**config.mk**
```make
export PLATFORM = sky130hd
export DESIGN_NAME = i2c_sec_tx
export DESIGN_NICKNAME = d
export VERILOG_FILES = /design/src/rtl/i2c_sec_tx.sv
export SDC_FILE = /design/constraint.sdc
export NUM_CORES = 1
export LEC_CHECK = 0
export BUFFER_PORTS_ARGS = -buffer_cell sky130_fd_sc_hd__buf_4
export CAP_MARGIN = 5
export CELL_PAD_IN_SITES_DETAIL_PLACEMENT = 1
export CELL_PAD_IN_SITES_GLOBAL_PLACEMENT = 2
export CORE_MARGIN = 3
export CORE_UTILIZATION = 37
export CTS_CLUSTER_DIAMETER = 50
export DETAILED_ROUTE_END_ITERATION = 10
export GPL_ROUTABILITY_DRIVEN = 0
export PLACE_DENSITY = 0.85
export SLEW_MARGIN = 20
export SYNTH_ARGS = -nofsm -noshare
export SYNTH_HDL_FRONTEND = slang
export SYNTH_SLANG_ARGS = --single-unit
```
**constraint.sdc**
```tcl
create_clock -name clk -period 6 [get_ports clk]
set_clock_uncertainty 0.1 [all_clocks]
set_input_delay 0.6 -clock clk [delete_from_list [all_inputs] [get_ports clk]]
set_output_delay 0.6 -clock clk [all_outputs]
set_load 0.02 [all_outputs]
```
**src/rtl/i2c_sec_tx.sv**
```systemverilog
// i2c_sec_tx: I2C master write engine. Each accepted request writes one byte to a fixed
// slave register. The bus sequence is START, {DEV_ADDR,W}, reg_addr, wdata, STOP. A NACK
// in any ACK slot ends the transfer early with a STOP.
//
// Optional feature: define I2C_SEC_TX_CLK_STRETCH_EN to honour slave clock stretching
// (scl_i is read in quarter q1 of every data/ACK bit). When it is undefined, scl_i is unused.
//
// Ports:
//   clk, rst        system clock, synchronous active-high reset
//   start           one-cycle request strobe, accepted only in IDLE
//   reg_addr, wdata register address and data byte, latched on accept
//   busy            transaction in progress
//   done            one-cycle pulse at the end of a transaction
//   nack            last transaction saw a NACK (held until next accept)
//   scl_oe, sda_oe  open-drain enables (1 = pull line low)
//   sda_i, scl_i    pin readback
module i2c_sec_tx #(
    parameter int unsigned CLK_FREQ = 84_000_000,
    parameter int unsigned I2C_FREQ = 100_000,
    parameter logic [6:0]  DEV_ADDR = 7'h50
) (
    input  logic       clk,
    input  logic       rst,
    input  logic       start,
    input  logic [7:0] reg_addr,
    input  logic [7:0] wdata,
    output logic       busy,
    output logic       done,
    output logic       nack,
    output logic       scl_oe,
    output logic       sda_oe,
    input  logic       sda_i,
    input  logic       scl_i
);

    localparam int unsigned QTR   = CLK_FREQ / (4 * I2C_FREQ);
    localparam int unsigned DIV_W = (QTR < 2) ? 1 : $clog2(QTR);
    localparam logic [DIV_W-1:0] DIV_MAX = DIV_W'(QTR - 1);

    if (QTR < 2) begin : g_qtr_check
        $error("i2c_sec_tx: CLK_FREQ/(4*I2C_FREQ) must be at least 2");
    end

    typedef enum logic [2:0] {StIdle, StStart, StByte, StAck, StStop, StDone} state_e;

    state_e           state_q, state_d;
    logic [DIV_W-1:0] div_q, div_d;
    logic [1:0]       qtr_q, qtr_d;
    logic [1:0]       idx_q, idx_d;
    logic [2:0]       bit_q, bit_d;
    logic [7:0]       reg_addr_q, reg_addr_d;
    logic [7:0]       wdata_q, wdata_d;
    logic             nack_q, nack_d;

    logic       qtr_end;
    logic [7:0] cur_byte;

    assign qtr_end = (div_q == DIV_MAX);
    assign nack    = nack_q;

    always_comb begin
        case (idx_q)
            2'd0:    cur_byte = {DEV_ADDR, 1'b0};
            2'd1:    cur_byte = reg_addr_q;
            default: cur_byte = wdata_q;
        endcase
    end

`ifndef I2C_SEC_TX_CLK_STRETCH_EN
    logic unused_scl;
    assign unused_scl = scl_i;
`endif

    always_ff @(posedge clk) begin
        if (rst) begin
            state_q    <= StIdle;
            div_q      <= '0;
            qtr_q      <= 2'd0;
            idx_q      <= 2'd0;
            bit_q      <= 3'd7;
            reg_addr_q <= 8'h00;
            wdata_q    <= 8'h00;
            nack_q     <= 1'b0;
        end else begin
            state_q    <= state_d;
            div_q      <= div_d;
            qtr_q      <= qtr_d;
            idx_q      <= idx_d;
            bit_q      <= bit_d;
            reg_addr_q <= reg_addr_d;
            wdata_q    <= wdata_d;
            nack_q     <= nack_d;
        end
    end

    always_comb begin
        state_d    = state_q;
        div_d      = div_q;
        qtr_d      = qtr_q;
        idx_d      = idx_q;
        bit_d      = bit_q;
        reg_addr_d = reg_addr_q;
        wdata_d    = wdata_q;
        nack_d     = nack_q;
        busy       = 1'b0;
        done       = 1'b0;
        scl_oe     = 1'b0;
        sda_oe     = 1'b0;

        // Quarter timebase, active in every bus phase.
        if (state_q inside {StStart, StByte, StAck, StStop}) begin
            busy = 1'b1;
            if (qtr_end) begin
                div_d = '0;
                qtr_d = qtr_q + 2'd1;
            end else begin
                div_d = div_q + DIV_W'(1);
            end
        end

        unique case (state_q)
            StIdle: begin
                if (start) begin
                    reg_addr_d = reg_addr;
                    wdata_d    = wdata;
                    nack_d     = 1'b0;
                    div_d      = '0;
                    qtr_d      = 2'd0;
                    state_d    = StStart;
                end
            end
            StStart: begin
                sda_oe = (qtr_q != 2'd0);
                scl_oe = (qtr_q == 2'd3);
                if (qtr_end && qtr_q == 2'd3) begin
                    idx_d   = 2'd0;
                    bit_d   = 3'd7;
                    state_d = StByte;
                end
            end
            StByte: begin
                scl_oe = (qtr_q == 2'd0) || (qtr_q == 2'd3);
                // SDA held for the whole bit so it only moves while SCL is low.
                sda_oe = ~cur_byte[bit_q];
                if (qtr_end && qtr_q == 2'd3) begin
                    if (bit_q == 3'd0) begin
                        state_d = StAck;
                    end else begin
                        bit_d = bit_q - 3'd1;
                    end
                end
            end
            StAck: begin
                scl_oe = (qtr_q == 2'd0) || (qtr_q == 2'd3);
                if (qtr_q == 2'd2 && div_q == '0 && sda_i) begin
                    nack_d = 1'b1;
                end
                if (qtr_end && qtr_q == 2'd3) begin
                    if (nack_q || idx_q == 2'd2) begin
                        state_d = StStop;
                    end else begin
                        idx_d   = idx_q + 2'd1;
                        bit_d   = 3'd7;
                        state_d = StByte;
                    end
                end
            end
            StStop: begin
                scl_oe = (qtr_q == 2'd0);
                sda_oe = (qtr_q <= 2'd1);
                if (qtr_end && qtr_q == 2'd3) begin
                    state_d = StDone;
                end
            end
            StDone: begin
                done    = 1'b1;
                div_d   = '0;
                qtr_d   = 2'd0;
                state_d = StIdle;
            end
            default: state_d = StIdle;
        endcase

`ifdef I2C_SEC_TX_CLK_STRETCH_EN
        // Slave holding SCL low in the high phase freezes the timebase at q1 start.
        if ((state_q == StByte || state_q == StAck) && qtr_q == 2'd1 && !scl_i) begin
            div_d = '0;
            qtr_d = qtr_q;
        end
`endif
    end

endmodule

```
* After elaboration in Yosys (flattened, before gate mapping)
Index checks and enable logic that the tools add are counted.
** Word-level totals
- Bits in registers :: 35
- Bits in latches :: 0
- Memory bits (writable) :: 0
- ROM bits :: 0
- Output and inout bits :: 5
- Logic and storage cells :: 91
- Memories :: 0
** Operators by class
- $add $sub $neg :: 4
- Multipliers :: 0
- Divide/modulo/power cells :: 0
- Order comparisons :: 2
- Eq/ne operators :: 19
- Shift-type cells :: 0
- Muxes and demuxes :: 36
- Bitwise gates (word level) :: 1
- Reductions and logical operators :: 21
** Operator list (number)
- $mux W3 :: 12
- $pmux W8 S2 :: 2
- $mux W8 :: 3
- $pmux W3 S5 :: 1
- $mux W2 :: 6
- $ne A2 B1 Y1 const B :: 6
- $reduce_and A6 Y1 :: 2
- $pmux W3 S3 :: 1
- $add A8 B1 Y8 const B :: 1
- $eq A8 B8 Y1 const B :: 1
- $logic_not A8 Y1 :: 1
- $pmux W2 S2 :: 2
- $eq A2 B2 Y1 const B :: 3
- $eq A3 B2 Y1 const B :: 2
- $eq A3 B3 Y1 const B :: 2
- $logic_not A3 Y1 :: 2
- $ne A2 B2 Y1 const B :: 3
- $pmux W1 S3 :: 2
- $reduce_bool A2 Y1 :: 3
- $mux W1 :: 5
- $add A2 B1 Y2 const B :: 2
- $logic_not A2 Y1 :: 2
- $lt A3 B4 Y1 const B :: 1
- $reduce_and A4 Y1 :: 1
- 14 further kinds :: 17

* Logic depth before layout (Yosys ltp)
- Depth after elaboration :: 6
- Mapped depth :: 7
- Mapped depth without buffers :: 6

* Worst setup path after synthesis
OpenSTA, ideal clock, no wires.
- Path type :: reg2out
- Start :: reg idx_q[1]
- End :: out sda_oe
- Arrival time :: 2043 ps
- Data required time :: 5300 ps
- Setup slack :: 3257 ps
- Cell stages (with the launch flop) :: 8
- Path buffers :: 1
- Path through :: dfxtp_1 -> inv_1 -> ha_1 -> clkbuf_1 -> mux2_2 -> o41ai_1 -> nor4_1 -> o32ai_1
** Between the ends
- Word-level cells in the longest chain between the ends :: 6
- Elaborated cells between the ends (all ways) :: 7
- Those cells by class :: eq/ne (1); mux (4); bitwise (1); reduce/logical (1)
** RTL lines
- from (decl) :: line 49 : logic [1:0] idx_q, idx_d;
- from (signal assigned) :: line 88 : idx_q <= idx_d;
- $eq A2 B1 Y1 / $logic_not A2 Y1 (equally long branches) :: line 62 : case (idx_q)
- $pmux W8 S2 (*) :: line 62
- $bmux W1 S3 (*) :: line 144 : sda_oe = ~cur_byte[bit_q];
- $mux W1 (not written as such) (*) :: line 144
- $not A1 Y1 (*) :: line 144
- $pmux W1 S3 (*) :: line 121 : unique case (state_q)
- to (decl) :: line 31 : output logic sda_oe,
Every way passes the cells marked *; elsewhere a longest branch is shown, timed or not. The select of a mux whose other input is x is not followed.

* Final worst setup path
Ends and elaborated chain as after synthesis.

==> flow_summary.yaml <==
global_route:
  grt_pass1_vias: 1775
  grt_util_all_layers_pct: 16.7
  pin_count_of_the_biggest_net_entering_global_routing: 29
  grt_overflow_total: 0
  grt_first_pass_wirelength_um: 8350
  grt_antenna_before_repair: 0
floorplan:
  floorplan.die_area_um2: 6330
  die_x_um: 79.5
  placement_rows: 26
  floorplan.initialDensity_pct: 38.7
  core_outline_area_um2: 5170
  die-height_um: 79.5
  floorplan.io_pins: 26
timing:
  final.hold.worst_slack_ns: 0.356
  max_clock_freq_mhz: 332
  setup_viol: 0
  finalWorstPathRequiredPeriod_ns: 3.01
  setup-tns-final_ns: 0
  period_share_pct: 50.2
  max_slew_headroom_pct: 53.9
  unrepaired_setup_endpoints_after_global_routing: "false"
  hold_viol_final: 0
  slew_violations: 0
  worstMarginPinSlew_ns: 0.690
logic_synthesis:
  netlist.area_leader.share_pct: 35.0
  yosys_warnings: 0
  synth_area_per_cell_um2: 8.27
  postSynthNetCount: 275
  synthXorXnorAreaFrac_pct: 3.06
  yosys.area_share.adder_pct: 7.50
  synthTopCellsByArea: "sky130_fd_sc_hd__dfxtp_1, sky130_fd_sc_hd__ha_1, sky130_fd_sc_hd__a21oi_1"
  multiplexer_area_fraction_after_synthesis_pct: 4.44
  area_of_the_mapped_netlist_um2: 2000
  synth_simple_gate_area_share_pct: 27.1
  synth_seq_cells: 35
  synth_top_family_by_area: "simple AND/OR/NAND/NOR gates"
  synth_compound_gate_area_share_pct: 16.7
  synthDominantAreaCellType: "sky130_fd_sc_hd__dfxtp_1"
  synthesis.instances: 242
  synth.yosys.seq_area_share_pct: 35.0
  yosysUniqueCellTypes: 46
routing:
  post_drt_wl_per_cell_um: 14.5
  routed-via-count: 1755
  drt_pre_antenna_iters: 4
  ant_nets: 0
  wl_um: 4780
  routed_via_density: 5.32
  drt_iter0_markers: 43
  drc_viols: 0
critical_path:
  critical_path_start_end_classification: "reg -> out"
  timing.critical_path.buf_inv: 2
  cp_max_fo: 9
  worst_setup_path_end_kind: "output port"
  worst_path_max_delay_cell: "sky130_fd_sc_hd__mux2_2"
  cp_cell_sequence: "inv_1, ha_1, mux2_2, o41ai_1, nor4_1, o32ai_1, buf_4"
  timing.critical_path.max_delay_family: "compound AO/OA/AOI/OAI gates"
  cp_slowest_stage_delay_ns: 0.39
  timing.critical_path.arrival_ns: 2.31
  critical_path_required_ns: 5.30
  critPathLaunchType: "register"
clock_network:
  cts.reportedPaths.clkPinSlew_ns: 0.08
  cts_tree: "built"
  cts_buffers: 5
  postCtsResizedCells: 0
  clk_latency_ns: 0.28
  htreeDepth: 2
  cts_root_buffer: "sky130_fd_sc_hd__clkbuf_8"
  cts_setup_buffers: 0
  cts_max_path_buffers: 2
  clock_sinks: 35
  hold_buffers: 0
place:
  port-buffer-count: 24
  dp_hpwl_um: 3440
  number_of_cells_in_the_design_after_placement: 322
power_and_ir_drop:
  worst_ir_drop_vdd_uv: 83.0
  static-leakage-power_nw: 0.911
  post-layout-total-power_mw: 0.521
  power-per-cell-area_nw_per_um2: 226
layout:
  drive_gt1_share_pct: 20.0
  layout-area-overhead-vs-synth_pct: 15.5
  filler_cell_count: 632
  final_core_utilization_pct: 44.7
  count_of_nets_after_finishing: 292
  layout.cells.non_filler: 330
  multi_input_comb_area_um2: 1180
  antenna_cells: 0
  mostFrequentLayoutCells: "sky130_fd_sc_hd__nand2_1, sky130_fd_sc_hd__dfxtp_1, sky130_fd_sc_hd__a21oi_1"
  register_area_um2: 701
job:
  drv_cap: 0
hold_path:
  timing.hold.worst.class: "reg -> reg"
status:
  outcome: "complete, no violations"
[worst min-delay path: stages (launching register included)]
cell	delay, ns
sky130_fd_sc_hd__dfxtp_1	0.31
sky130_fd_sc_hd__nand2_1	0.05
sky130_fd_sc_hd__a21oi_1	0.05
[synthesized netlist by cell type (all sizes together)]
| library cell | instances |
|---|---|
| nor4 | 2 |
| nand4 | 8 |
| ha | 12 |
| mux2 | 7 |
| or3 | 5 |
| nor3b | 3 |
| a32oi | 1 |
| o21a | 2 |
| a31oi | 3 |
| nand4b | 1 |
| a21o | 2 |
| xnor2 | 2 |
| clkbuf | 9 |
| dfxtp | 35 |
| o41ai | 1 |
| a21oi | 28 |
| or4 | 1 |
| nor4b | 2 |
| and3 | 4 |
| nand3b | 1 |
| inv | 11 |
| or3b | 1 |
| o32ai | 1 |
| a2111oi | 3 |
| a221oi | 2 |
| mux2i | 1 |
| and4 | 4 |
| a211oi | 2 |
| nor2b | 1 |
| and2 | 3 |
| nand2b | 4 |
| o31ai | 2 |
| xor2 | 5 |
| buf | 6 |
| o21bai | 1 |
| nor3 | 4 |
| o21ai | 6 |
| nor2 | 14 |
| nand3 | 7 |
| nand2 | 35 |
[worst paths after layout]
check / from / endpoint / slack [ns] / cells after the start
setup reg to reg: state_q[2]$_SDFFE_PP0P_ / div_q[7]$_SDFF_PP0_ / 3.78 / 4
setup / recovery: idx_q[1]$_SDFFE_PP0P_ / sda_oe / 2.99 / 7
hold reg to reg: wdata_q[0]$_SDFFE_PP0P_ / wdata_q[0]$_SDFFE_PP0P_ / 0.36 / 2
hold / removal: wdata_q[0]$_SDFFE_PP0P_ / wdata_q[0]$_SDFFE_PP0P_ / 0.36 / 2
[cell families (layout without fill, tap and decap cells)]
kind of cell,count (synthesis),after routing
AOI/OAI and AO/OA,54,54
xor gates and xnor gates,7,7
adders and majority gates,12,12
buffers and inverters,26,44
DFF,35,35
muxes,8,8
and+or+nand+nor,100,100
[cell type report]
| type | count | area share [%] |
|---|---|---|
| multi-input cells | 181 | 50.9 |
| flip-flops and latches | 35 | 30.3 |
| repair buffers | 25 | 8.12 |
| well taps | 70 | 3.79 |
| clock buffers | 6 | 3.57 |
| inverters | 11 | 1.79 |
| clock inverters | 2 | 1.52 |
[state kept, by name, indices dropped and copies added (netlist names)]
register and cells:
bit_q 3, div_q 8, idx_q 2, nack 1, qtr_q 2, reg_addr_q 8
state_q 3, wdata_q 8
[routing by layer]
| layer | vias to the layer above | global-route usage (%) | routed length [um] |
|---|---|---|---|
| met5 | - | 0 | 0 |
| met4 | 0 | 5.84 | 60 |
| met3 | 6 | 3.84 | 161 |
| met2 | 25 | 27.9 | 2250 |
| met1 | 834 | 21.1 | 2310 |
| li1 | 890 | - | - |
[per-stage QoR]
step	instance area (um2)	setup WS [ns]
finish	2310	2.99
global route	2310	2.75
CTS	2310	2.95
global placement	2190	3.29
floorplan	2000	3.26
detailed placement	2190	3.28
[report_power, final]
group / internal, mW / leakage (nW) / switching [mW] / total (mW)
sequential: 0.240 / 0.285 / 0.00686 / 0.247
clock: 0.135 / 0.0612 / 0.0903 / 0.225
combinational: 0.0221 / 0.565 / 0.0272 / 0.0492
total: 0.397 / 0.911 / 0.124 / 0.521
No activity file was read; power rests on OpenSTA's default activity.
